`src/rtl/alu_issue_unit.sv`:
```
// Issue unit for an external combinational ALU: holds operands stable for SETTLE_CYCLES,
// captures the result and flags into a 2-entry response FIFO, and flags illegal opcodes.
module alu_issue_unit #(
    parameter int unsigned SETTLE_CYCLES = 1
) (
    input  logic        clk_i,
    input  logic        rst_i,
    input  logic        cmd_valid,
    output logic        cmd_ready,
    input  logic [3:0]  cmd_op,
    input  logic [31:0] cmd_src1,
    input  logic [31:0] cmd_src2,
    output logic        alu_rst_n,
    output logic [31:0] alu_src1,
    output logic [31:0] alu_src2,
    output logic [3:0]  alu_ctrl,
    input  logic [31:0] alu_result,
    input  logic        alu_zero,
    input  logic        alu_cout,
    input  logic        alu_overflow,
    output logic        rsp_valid,
    input  logic        rsp_ready,
    output logic [31:0] rsp_result,
    output logic        rsp_zero,
    output logic        rsp_cout,
    output logic        rsp_overflow,
    output logic        rsp_err,
    output logic [15:0] op_count
);

    localparam int unsigned DATA_W  = 32;
    localparam int unsigned OP_W    = 4;
    localparam int unsigned SET_W   = 4;
    localparam int unsigned FCNT_W  = 2;
    localparam int unsigned OPCNT_W = 16;

    typedef struct packed {
        logic [DATA_W-1:0] result;
        logic              zero;
        logic              cout;
        logic              overflow;
        logic              err;
    } rsp_t;

    typedef enum logic {
        IDLE  = 1'b0,
        DRIVE = 1'b1
    } state_e;

    state_e             state_q;
    logic [SET_W-1:0]   settle_q;
    logic [DATA_W-1:0]  alu_src1_q;
    logic [DATA_W-1:0]  alu_src2_q;
    logic [OP_W-1:0]    alu_ctrl_q;
    logic               alu_rst_n_q;
    rsp_t               fifo_q [2];
    logic [FCNT_W-1:0]  fifo_cnt_q;
    logic [OPCNT_W-1:0] op_count_q;

    logic cmd_accept;
    logic op_legal;
    logic drive_done;
    logic push;
    logic pop;
    rsp_t push_entry;

    function automatic logic op_is_legal(input logic [OP_W-1:0] op);
        case (op)
            4'b0000, 4'b0001, 4'b0010, 4'b0110,
            4'b0111, 4'b1001, 4'b1100, 4'b1101: return 1'b1;
            default:                            return 1'b0;
        endcase
    endfunction

    // Handshake decode and the entry to push this cycle (ALU capture or error token)
    always_comb begin
        cmd_ready  = 1'b0;
        cmd_accept = 1'b0;
        op_legal   = 1'b0;
        drive_done = 1'b0;
        push       = 1'b0;
        pop        = 1'b0;
        push_entry = '0;

        cmd_ready  = !rst_i && (state_q == IDLE) && (fifo_cnt_q < FCNT_W'(2));
        cmd_accept = cmd_valid && cmd_ready;
        op_legal   = op_is_legal(cmd_op);
        drive_done = (state_q == DRIVE) && (settle_q == SET_W'(0));
        push       = drive_done || (cmd_accept && !op_legal);
        pop        = (fifo_cnt_q != FCNT_W'(0)) && rsp_ready;

        if (drive_done) begin
            push_entry = '{result: alu_result, zero: alu_zero, cout: alu_cout,
                           overflow: alu_overflow, err: 1'b0};
        end else begin
            push_entry.err = 1'b1;
        end
    end

    always_ff @(posedge clk_i) begin
        if (rst_i) begin
            state_q     <= IDLE;
            settle_q    <= '0;
            alu_src1_q  <= '0;
            alu_src2_q  <= '0;
            alu_ctrl_q  <= '0;
            alu_rst_n_q <= 1'b0;
            fifo_q[0]   <= '0;
            fifo_q[1]   <= '0;
            fifo_cnt_q  <= '0;
            op_count_q  <= '0;
        end else begin
            alu_rst_n_q <= 1'b1;

            case (state_q)
                IDLE: begin
                    if (cmd_accept && op_legal) begin
                        alu_src1_q <= cmd_src1;
                        alu_src2_q <= cmd_src2;
                        alu_ctrl_q <= cmd_op;
                        settle_q   <= SET_W'(SETTLE_CYCLES - 1);
                        state_q    <= DRIVE;
                    end
                end
                DRIVE: begin
                    if (settle_q == SET_W'(0)) begin
                        state_q <= IDLE;
                    end else begin
                        settle_q <= settle_q - SET_W'(1);
                    end
                end
                default: state_q <= IDLE;
            endcase

            // Shift-register FIFO: entry 0 is always the head
            case ({push, pop})
                2'b10: begin
                    fifo_q[fifo_cnt_q[0]] <= push_entry;
                    fifo_cnt_q            <= fifo_cnt_q + FCNT_W'(1);
                end
                2'b01: begin
                    fifo_q[0]  <= fifo_q[1];
                    fifo_cnt_q <= fifo_cnt_q - FCNT_W'(1);
                end
                2'b11: begin
                    if (fifo_cnt_q == FCNT_W'(1)) begin
                        fifo_q[0] <= push_entry;
                    end else begin
                        fifo_q[0] <= fifo_q[1];
                        fifo_q[1] <= push_entry;
                    end
                end
                default: ;
            endcase

            if (push) begin
                op_count_q <= op_count_q + OPCNT_W'(1);
            end
        end
    end

    assign alu_rst_n    = alu_rst_n_q;
    assign alu_src1     = alu_src1_q;
    assign alu_src2     = alu_src2_q;
    assign alu_ctrl     = alu_ctrl_q;
    assign rsp_valid    = (fifo_cnt_q != FCNT_W'(0));
    assign rsp_result   = fifo_q[0].result;
    assign rsp_zero     = fifo_q[0].zero;
    assign rsp_cout     = fifo_q[0].cout;
    assign rsp_overflow = fifo_q[0].overflow;
    assign rsp_err      = fifo_q[0].err;
    assign op_count     = op_count_q;

endmodule
```
`config.mk`:
```
export PLATFORM = sky130hd
export DESIGN_NAME = alu_issue_unit
export DESIGN_NICKNAME = d
export VERILOG_FILES = /design/src/rtl/alu_issue_unit.sv
export SDC_FILE = /design/constraint.sdc
export NUM_CORES = 1
export LEC_CHECK = 0
export ABC_AREA = 1
export BUFFER_PORTS_ARGS = -buffer_cell sky130_fd_sc_hd__buf_2
export CORE_MARGIN = 10
export CORE_UTILIZATION = 25
export DETAILED_ROUTE_END_ITERATION = 6
export GPL_ROUTABILITY_DRIVEN = 0
export GPL_TIMING_DRIVEN = 0
export MAX_ROUTING_LAYER = met4
export SETUP_SLACK_MARGIN = 0.3
export SLEW_MARGIN = 15
export SYNTH_ARGS = -nofsm -noshare
export SYNTH_HDL_FRONTEND = slang
export SYNTH_SLANG_ARGS = --single-unit
```
`constraint.sdc`:
```
create_clock -name clk_i -period 10.25 [get_ports clk_i]
set_clock_uncertainty 0.1 [all_clocks]
set_input_delay 1.5375 -clock clk_i [delete_from_list [all_inputs] [get_ports clk_i]]
set_output_delay 1.5375 -clock clk_i [all_outputs]
set_load 0.005 [all_outputs]
```
# --- After elaboration in Yosys (flattened, before gate mapping) ---
# Memory sizes are Yosys's and may differ from the RTL's.
# Index checks and enable logic that the tools add are counted.
totals:
  ff_bits: 92
  ram_bits: 72
  output_inout_bits: 123
  mem_count: 2
  rom_bits: 16
memory_table:
  columns: ["memory", "words", "width", "read_ports", "rd_clocked_by_memory_dff", "write_ports", "line", "source"]
  rows:
  - ["fifo_q", 2, 36, 2, 0, 2, "56", "rsp_t fifo_q [2];"]
  - ["(name not given)", 16, 1, 1, 0, 0, "68", "case (op)"]
op_classes:
  n_eq_ne: 6
  bitwise: 5
  add_sub_neg: 4
  magnitude_cmp: 1
  mux: 33
  n_reduce_logical: 16
op_table:
  columns: ["op", "n"]
  rows:
  - ["36-bit two-way mux", 5]
  - ["36-bit OR reduction", 1]
  - ["35-bit two-way mux", 1]
  - ["1-bit two-way mux", 22]
  - ["16-bit by 1-bit adder with 16-bit output, second input constant", 1]
  - ["4-bit two-way mux", 2]
  - ["4-bit case mux with 2 select lines", 1]
  - ["1-bit logical AND", 7]
  - ["2-bit by 1-bit equality test with 1-bit output, second input constant", 2]
  - ["2-bit equality test, second input constant", 2]
  - ["4-bit zero test", 1]
  - ["1-bit bitwise OR", 4]
  - ["2-bit case mux with 2 select lines", 1]
  - ["2-bit AND reduction", 2]
  - ["2-bit nonzero test", 2]
  - ["4-bit by 1-bit subtractor with 4-bit output, second input constant", 1]
  - ["2-bit by 1-bit adder with 2-bit output, second input constant", 1]
  - ["1-bit zero test", 2]
  - ["2-bit < comparator, second input constant", 1]
  - ["2-bit by 1-bit inequality test with 1-bit output, second input constant", 1]
  - ["2-bit inequality test, second input constant", 1]
  - ["1-bit case mux with 2 select lines", 1]
  - ["2-bit by 1-bit subtractor with 2-bit output, second input constant", 1]
  - ["1-bit logical OR", 1]
  - ["1-bit inverter", 1]

# --- Logic depth before layout (Yosys ltp) ---
# Gate-level depths: netlist of run 1.
logic_depth:
  depth_word: 14
  mapped_depth: 15
  ltp_nobuf: 12

# --- Worst setup path before layout of run 1 ---
# Ideal clock, no wire load.
synth_path:
  kind: "input-to-reg"
  from: "input port cmd_op[2]"
  to: "memory fifo_q[1][0] (netlist name), enable pin"
  setup_slack_ns: 5.020
  stages: 11
  t_arrival_ns: 4.690
  required_time_ns: 9.710
  path_cell_list: "o21ai_0 nand2_1 nand2_1 nand2_2 nand2_4 buf_4 ha_1 buf_2 buf_1 inv_1 o211ai_1"
synth_lines:
  columns: ["element", "line", "source"]
  rows:
  - ["start, declared", "10", "input logic [3:0] cmd_op,"]
  - ["end, declared", "56", null]

==> out/results.tsv, run 1 <==
stage	metric	value	unit
status	outcome	finished, final reports clean	
grt	Total GRT Usage	12.6	%
synth	synthesized area	7320	um2
grt	largest net degree at the start of global routing	32	
setup_path	most frequent cell on the critical path	buf_4	
timing	Final WS setup	5.83	ns
setup_path	CP Buf/Inv Count	8	
routing	antenna-violating nets left	0	
cells_and_area	non-filler instance count after layout	1528	
clock_network	setup bufs post-CTS	0	
synth	Seq cells post-synth	164	
clock_network	Worst-Skew Late Latency	0.43	ns
placed_design	DPL Wire Length	17.5	mm
timing	final setup fails	0	
synth	post-synth top area cell	edfxtp_1	
min_path	hold crit path type	flop to flop	
setup_path	CP Capture Type	flop	
synth	Top FF cell, synth	dfxtp_1	
timing	fin. max-slew vios	0	
grt	initial antenna violation count	2	
power	combinational fraction of design power	19.9	%
clock_network	CTS Buf Count	17	
die	Row Count	62	
power	Psw	549	uW
routing	Iter 0 DRT Violations	428	
clock_network	clock sink count	164	
die	effective utilization at floorplan	25.4	%
synth	syn_nets	990	
synth	Syn Inst Count	876	
die	Horiz. Die Dim	191	um
power	Switching Share	30.5	%
timing	RSZ-0062 raised after global routing	false	
cells_and_area	Fillers	3088	
timing	fmax	226	MHz
synth	Post-synth ARST share	0	%
grt	grt ovf	0	
synth	post-synthesis cell type count	26	
min_path	hold depth	2	
power	P_int	1250	uW
clock_network	CTS H-tree depth	4	
placed_design	DP Worst Slack	5.33	ns
routing	mean routed wirelength per cell	14.8	um
die	io pins	230	
timing	measured slew at the worst slew-check pin	0.566	ns
placed_design	dpl cells	1494	
power	P_leak	0.00435	uW
clock_network	post-cts resize count	0	
cells_and_area	final net count	1243	
clock_network	CTS tree	built	
synth	post-synthesis sequential area ratio	54.7	%
setup_path	WP data required	10.28	ns
setup_path	crit path DAT	4.45	ns
die	Vert. Die Dim	191	um
clock_network	Clk pin slew, worst setup/hold paths	0.06	ns
cells_and_area	Final Core Density	33.3	%
clock_network	CTS Root Cell	clkbuf_16	
power	clock share of power	35.5	%
die	Die Area	36500	um2
cells_and_area	most common cell after layout, fill and taps aside	buf_2	
synth	Post-synth EDFFs	72	
timing	Period minus WS final	4.42	ns
clock_network	hold_buf cts	0	
power	worst vdd ir	0.0000977	V
flow_run	max-cap violation count	0	
placed_design	port buffer count	229	
setup_path	number of cells on the critical path	14	
setup_path	max incr delay on CP	0.44	ns
grt	first-pass GRT wire length	35.5	mm
die	Core ar.	28800	um2
synth	Synth Area per Inst	8.35	um2
cells_and_area	ratio of cells with drive above 1 in the final layout	26.5	%
synth	synth warn	0	
setup_path	Worst Path Max Fanout	11	
synth	Synth area leaders	edfxtp_1 (30%), dfxtp_1 (25%), o21ai_0 (8.9%)	
power	pwr dens	188	nW/um2
setup_path	R2R cell count	12	
timing	Slew headroom	62.3	%
routing	DRC	0	
routing	Routed WL	22.7	mm
grt	vias in the first global route	6740	
timing	fin crit share	43.1	%
setup_path	crit start category	input pin	
synth	top-area cell type share of the netlist area	29.5	%
setup_path	Crit Path Category	input pin to flop	
routing	total number of vias	6600	
routing	Via density	4.32	
routing	TritonRoute pass-1 iters	5	
timing	final setup TNS	0	ns
timing	final hold violation count	0	
setup_path	CP Cell Sequence	buf_2 -> inv_2 -> nand3_2 -> nor2_4 -> nand2_2 -> nand2_4 -> buf_4 -> ha_1 -> buf_2 -> buf_1 -> inv_1 -> o211ai_1 -> buf_4 -> buf_4	
cells_and_area	area grow syn2layout	30.9	%
setup_path	slowest stage cell, crit path	o211ai_1	
setup_path	largest delay contributor family on the critical path	buffers and inverters	
cells_and_area	commonest cells after routing, fill and taps aside	buf_2 (253), inv_1 (164), o21ai_0 (130)	
power	Reg power frac	44.7	%
clock_network	maximum buffer depth of the clock tree	2	
-- sequential cells by signal, summed over array words and instances (netlist names) --
register / cells
alu_src1: 32
alu_ctrl: 4
alu_rst_n: 1
state_q: 1
op_count: 16
alu_src2: 32
settle_q: 4
fifo_cnt_q: 2
fifo_q: 72
-- metal layers --
layer | vias to the layer above | wire length [um] | global-route usage [%]
met4 | 0 | 294 | 3.19
met3 | 17 | 1830 | 4.61
met1 | 2970 | 10000 | 14.8
met5 | - | 0 | -
met2 | 235 | 10500 | 20.2
li1 | 3378 | - | -
-- cells in the mapped netlist, types with 6 or more instances --
| library cell | instances |
|---|---|
| nor2_1 | 26 |
| buf_2 | 24 |
| ha_1 | 7 |
| clkbuf_1 | 28 |
| o21ai_0 | 130 |
| xor2_1 | 6 |
| edfxtp_1 | 72 |
| a21oi_1 | 125 |
| nand4_1 | 6 |
| inv_1 | 164 |
| nor3_1 | 36 |
| o21ai_1 | 17 |
| dfxtp_1 | 92 |
| nand3_1 | 31 |
| nand2_1 | 93 |
-- cells by family (layout without fill, tap and decap cells) --
kind of cell             count (synthesis)  after routing  synth area share [%]
buffers and inverters                  225            491                  12.2
other                                    0              2                     0
adder cells (fa/ha/maj)                  7              7                  1.20
XOR/XNOR                                 9              9                  1.08
AO/OA/AOI/OAI                          273            273                  18.7
AND/OR/NAND/NOR                        198            198                  12.1
flip-flops                             164            164                  54.7
-- worst reg2reg max path: stages, from the launching register on --
cell	delay, ns
dfxtp_1	0.32
inv_1	0.08
ha_1	0.22
nand3_2	0.24
nand2_4	0.20
buf_4	0.21
ha_1	0.21
buf_2	0.24
buf_1	0.42
inv_1	0.08
o211ai_1	0.44
buf_4	0.28
buf_4	0.20
-- cell type report --
cell class / count / area [um2] / area share, %
flip-flops and latches: 164 / 4000 / 41.8
repair buffers: 234 / 1200 / 12.5
clock inverters: 14 / 128 / 1.33
plain buffers: 58 / 267 / 2.78
well taps: 384 / 480 / 5.01
multi-input cells: 487 / 2430 / 25.3
clock buffers: 18 / 450 / 4.70
inverters: 167 / 627 / 6.54
diodes: 2 / 5.00 / 0.0522
-- through the flow --
| step | power (uW) | area, um2 | hold WS [ns] |
|---|---|---|---|
| 6_report | 1800 | 9580 | 0.342 |
| 3_5_place_dp | 1180 | 9000 | 0.335 |
| 4_1_cts | 1830 | 9580 | 0.346 |
| 3_3_place_gp | 1170 | 8940 | 0.329 |
| 2_1_floorplan | 1010 | 7320 | 0.340 |
| 5_1_grt | 1910 | 9580 | 0.360 |
-- power groups by stage --
stage / Clock, uW / Combinational, uW / Sequential [uW]
floorplan: 0 / 189 / 824
global placement: 0 / 355 / 818
detailed placement: 0 / 364 / 817
CTS: 659 / 365 / 803
global route: 685 / 411 / 810
finish: 637 / 357 / 803
-- worst paths after layout --
kind | start | end | slack, ns
max reg2reg | settle_q[0] | fifo_q[1][21] | 6.72
min | alu_src2[0] | alu_src2[0] | 0.34
max | rst_i | fifo_q[1][21] | 5.83
min reg2reg | alu_src2[0] | alu_src2[0] | 0.34
Power figures use the tool's default switching activity.
==> run 2, diff against run 1 <==
--- a/config.mk
+++ b/config.mk
@@ -5,7 +5,7 @@
 export SDC_FILE = /design/constraint.sdc
 export NUM_CORES = 1
 export LEC_CHECK = 0
-export ABC_AREA = 1
+export ABC_AREA = 0
 export BUFFER_PORTS_ARGS = -buffer_cell sky130_fd_sc_hd__buf_2
 export CORE_MARGIN = 10
 export CORE_UTILIZATION = 25
==> constraint.sdc (replaced) <==
create_clock -name clk_i -period 4.5 [get_ports clk_i]
set_clock_uncertainty 0.1 [all_clocks]
set_input_delay 0.675 -clock clk_i [delete_from_list [all_inputs] [get_ports clk_i]]
set_output_delay 0.675 -clock clk_i [all_outputs]
set_load 0.005 [all_outputs]
==> run 2 against run 1 <==
Power is 120% higher. Sequential power is 130% higher. Sequential cell count did not move. First-iteration DRC count down 32%. Clock-buffer cell count is 1 higher. Hold slack gained 0.0073 ns. Routed wire length is 11% lower. Utilization rose by 0.43 points. Global-route usage fell by 0.34 points. Combinational power grew 90%. Cell area is 9.1% lower. Critical endpoint is now fifo_q[0][5]. Highest routed layer unchanged.
==> out/results.tsv, run 2 <==
stage	metric	value	unit	change
setup_path	crit start category	flop		
synth	Syn Inst Count	681		-22%
synth	cell with the most instances after synthesis	nand2_1		
status	outcome	finished, final reports clean		
timing	Period minus WS final	3.95	ns	
die	io pins	230		unchanged
setup_path	crit path from	settle_q[1]		
cells_and_area	Multi-input gate area	2310	um2	-4.7%
timing	Final WS setup	0.554	ns	-5.28 ns
cells_and_area	Final Instance Area	8710	um2	-9.1%
routing	DRC	0		unchanged
cells_and_area	Sequential Area	4000	um2	unchanged
clock_network	setup bufs post-CTS	0		unchanged
placed_design	port buffer count	228		-0.44%
die	Horiz. Die Dim	182	um	-5.0%
routing	antenna-violating nets left	0		unchanged
cells_and_area	commonest cells after routing, fill and taps aside	buf_2 (237), nand2_1 (179), dfxtp_1 (92)		
cells_and_area	area grow syn2layout	33.5	%	
synth	Top FF cell, synth	dfxtp_1		
clock_network	Clk pin slew, worst setup/hold paths	0.07	ns	about the same
die	effective utilization at floorplan	25.3	%	-0.17 points
timing	RSZ-0062 raised after global routing	false		
cells_and_area	ratio of cells with drive above 1 in the final layout	29.6	%	+3.1 points
routing	Routed WL	20.2	mm	-11%
power	P_leak	0.00367	uW	-16%
synth	post-synthesis sequential area ratio	61.4	%	+6.7 points
synth	Synth area leaders	edfxtp_1 (33%), dfxtp_1 (28%), nand2_1 (10%)		
grt	largest net degree at the start of global routing	26		-19%
setup_path	max incr delay on CP	0.50	ns	+0.06 ns
setup_path	Worst Path Max Fanout	25		+14
synth	synthesized area	6530	um2	-11%
synth	synth warn	0		unchanged
grt	initial antenna violation count	0		-2
cells_and_area	Fillers	2716		-12%
clock_network	clock sink count	164		unchanged
flow_run	max-cap violation count	0		unchanged
synth	Post-synth ARST share	0	%	unchanged
clock_network	CTS Root Cell	clkbuf_16		
timing	fin. max-slew vios	0		unchanged
synth	post-synth top area cell	edfxtp_1		
synth	top-area cell type share of the netlist area	33.1	%	+3.6 points
setup_path	CP Capture Type	flop		
timing	Fin Hold WS	0.349	ns	+0.00728 ns
routing	Via density	4.45		+3.1%
setup_path	slowest stage cell, crit path	clkbuf_1		
timing	Slew headroom	42.1	%	-20 points
grt	grt ovf	0		unchanged
min_path	start point of the worst hold path	alu_src2[11]		
timing	final setup fails	0		unchanged
timing	fmax	253	MHz	
grt	vias in the first global route	5809		-14%
placed_design	DP Area	8160	um2	-9.4%
timing	measured slew at the worst slew-check pin	0.864	ns	+0.299 ns
clock_network	post-cts resize count	1		+1
timing	final hold violation count	0		unchanged
routing	total number of vias	5692		-14%
clock_network	Worst-Skew Late Latency	0.42	ns	about the same
setup_path	FF-to-FF Start	settle_q[1]		
setup_path	Crit Path Category	flop to flop		
routing	Iter 0 DRT Violations	293		-32%
cells_and_area	final net count	1044		-16%
die	Vert. Die Dim	182	um	-5.0%
clock_network	CTS H-tree depth	4		unchanged
clock_network	CTS Buf Count	17		unchanged
synth	Synth Area per Inst	9.58	um2	+15%
synth	Seq cells post-synth	164		unchanged
synth	syn_nets	795		-20%
setup_path	most frequent cell on the critical path	clkbuf_1		
cells_and_area	Reg with most FFs	fifo_q		
synth	Post-synth EDFFs	72		unchanged
setup_path	WP data required	4.56	ns	-5.72 ns
die	Row Count	59		-4.8%
routing	TritonRoute pass-1 iters	4		-1
synth	most frequent cells after synthesis	nand2_1 (179), dfxtp_1 (92), a21oi_1 (80), edfxtp_1 (72)		
power	pwr dens	446	nW/um2	+140%
grt	first-pass GRT wire length	31.8	mm	-10%
power	worst vdd ir	0.000197	V	+100%
setup_path	reg2reg setup slack	0.55	ns	-6.17 ns
placed_design	DPL Wire Length	15.5	mm	-11%
timing	final setup TNS	0	ns	unchanged
clock_network	hold_buf cts	0		unchanged
die	Die Area	33000	um2	-9.7%
clock_network	CTS tree	built		
setup_path	crit path DAT	4.01	ns	-0.44 ns
setup_path	CP Cell Sequence	inv_1 -> ha_1 -> and3_1 -> clkbuf_1 -> nor2_2 -> inv_1 -> ha_1 -> nand3_1 -> clkbuf_1 -> clkbuf_1 -> nand3_2 -> buf_16		
cells_and_area	Final Core Density	33.7	%	+0.43 points
clock_network	maximum buffer depth of the clock tree	2		unchanged
setup_path	largest delay contributor family on the critical path	buffers and inverters		
die	Core ar.	25800	um2	-10%
min_path	hold crit path type	flop to flop		
timing	fin crit share	87.7	%	
routing	mean routed wirelength per cell	15.8	um	+6.4%
setup_path	CP Buf/Inv Count	6		-2
cells_and_area	number of inserted diodes	0		-2
cells_and_area	max reg flops	72		unchanged
placed_design	DP Worst Slack	0.0538	ns	-5.28 ns
synth	post-synthesis cell type count	38		+46%
cells_and_area	most common cell after layout, fill and taps aside	buf_2		
grt	Total GRT Usage	12.3	%	-0.34 points
-- run 2: cell types whose count changed after synthesis, sizes merged, moves of 3 or more --
cell	change
and3	+5
nand4	-5
nand2	+84
o21ai	-96
nor2	+23
buf	-20
nor3	-32
or3	+9
nand3	-27
nor2b	+3
a21oi	-44
clkbuf	+9
a22oi	+36
inv	-156
-- run 2: per-layer routing --
metal  track usage (%)  vias to the layer above  share of wire (%)
met2              18.7                      217                 45
met5                 -                        -                  0
li1                  -                     2853                  -
met3              4.27                       11                7.9
met4              3.09                        0               0.64
met1              15.3                     2611                 46
-- run 2: kinds of logic (layout without fill, tap and decap cells) --
family | Yosys count | in the layout | synth area share, %
simple gates | 265 | 265 | 16.7
compound gates | 177 | 177 | 15.8
flops | 164 | 164 | 61.4
buf+inv | 58 | 320 | 3.51
xor+xnor | 10 | 10 | 1.34
fa+ha+maj | 7 | 7 | 1.34
-- run 2: layout make-up --
cell class	instances	share of cell area (%)
clock inverters	13	1.15
flip-flops and latches	164	46.0
clock buffers	19	5.21
plain buffers	47	2.15
inverters	11	0.474
multi-input cells	459	26.5
well taps	335	4.81
repair buffers	230	13.7
-- run 2: worst min-delay path: cells and delay by family, from the launching register on --
kind | cells | cell delay (ns)
AO/OA/AOI/OAI | 1 | 0.05
flip-flops | 1 | 0.30
AND/OR/NAND/NOR | 1 | 0.05
-- run 2: power by group --
group	switching (uW)	leakage (uW)	internal [uW]	total, uW
clock	637	0.000268	747	1380
combinational	413	0.00190	265	679
sequential	63.9	0.00150	1760	1830
-- run 2: metrics by stage --
stage / power (uW) / instances
after floorplan: 2200 / 681
after global placement: 2520 / 1244
after detailed placement: 2560 / 1246
after CTS: 3970 / 1278
after global routing: 4130 / 1278
final: 3890 / 1278
-- run 2: worst paths after layout --
| path | endpoint | depth (start not counted) |
|---|---|---|
| worst min register to register | alu_src2[11] | 2 |
| worst min-delay path | alu_src2[11] | 2 |
| worst max-delay path | fifo_q[0][5] | 12 |
| worst max register to register | fifo_q[0][5] | 12 |
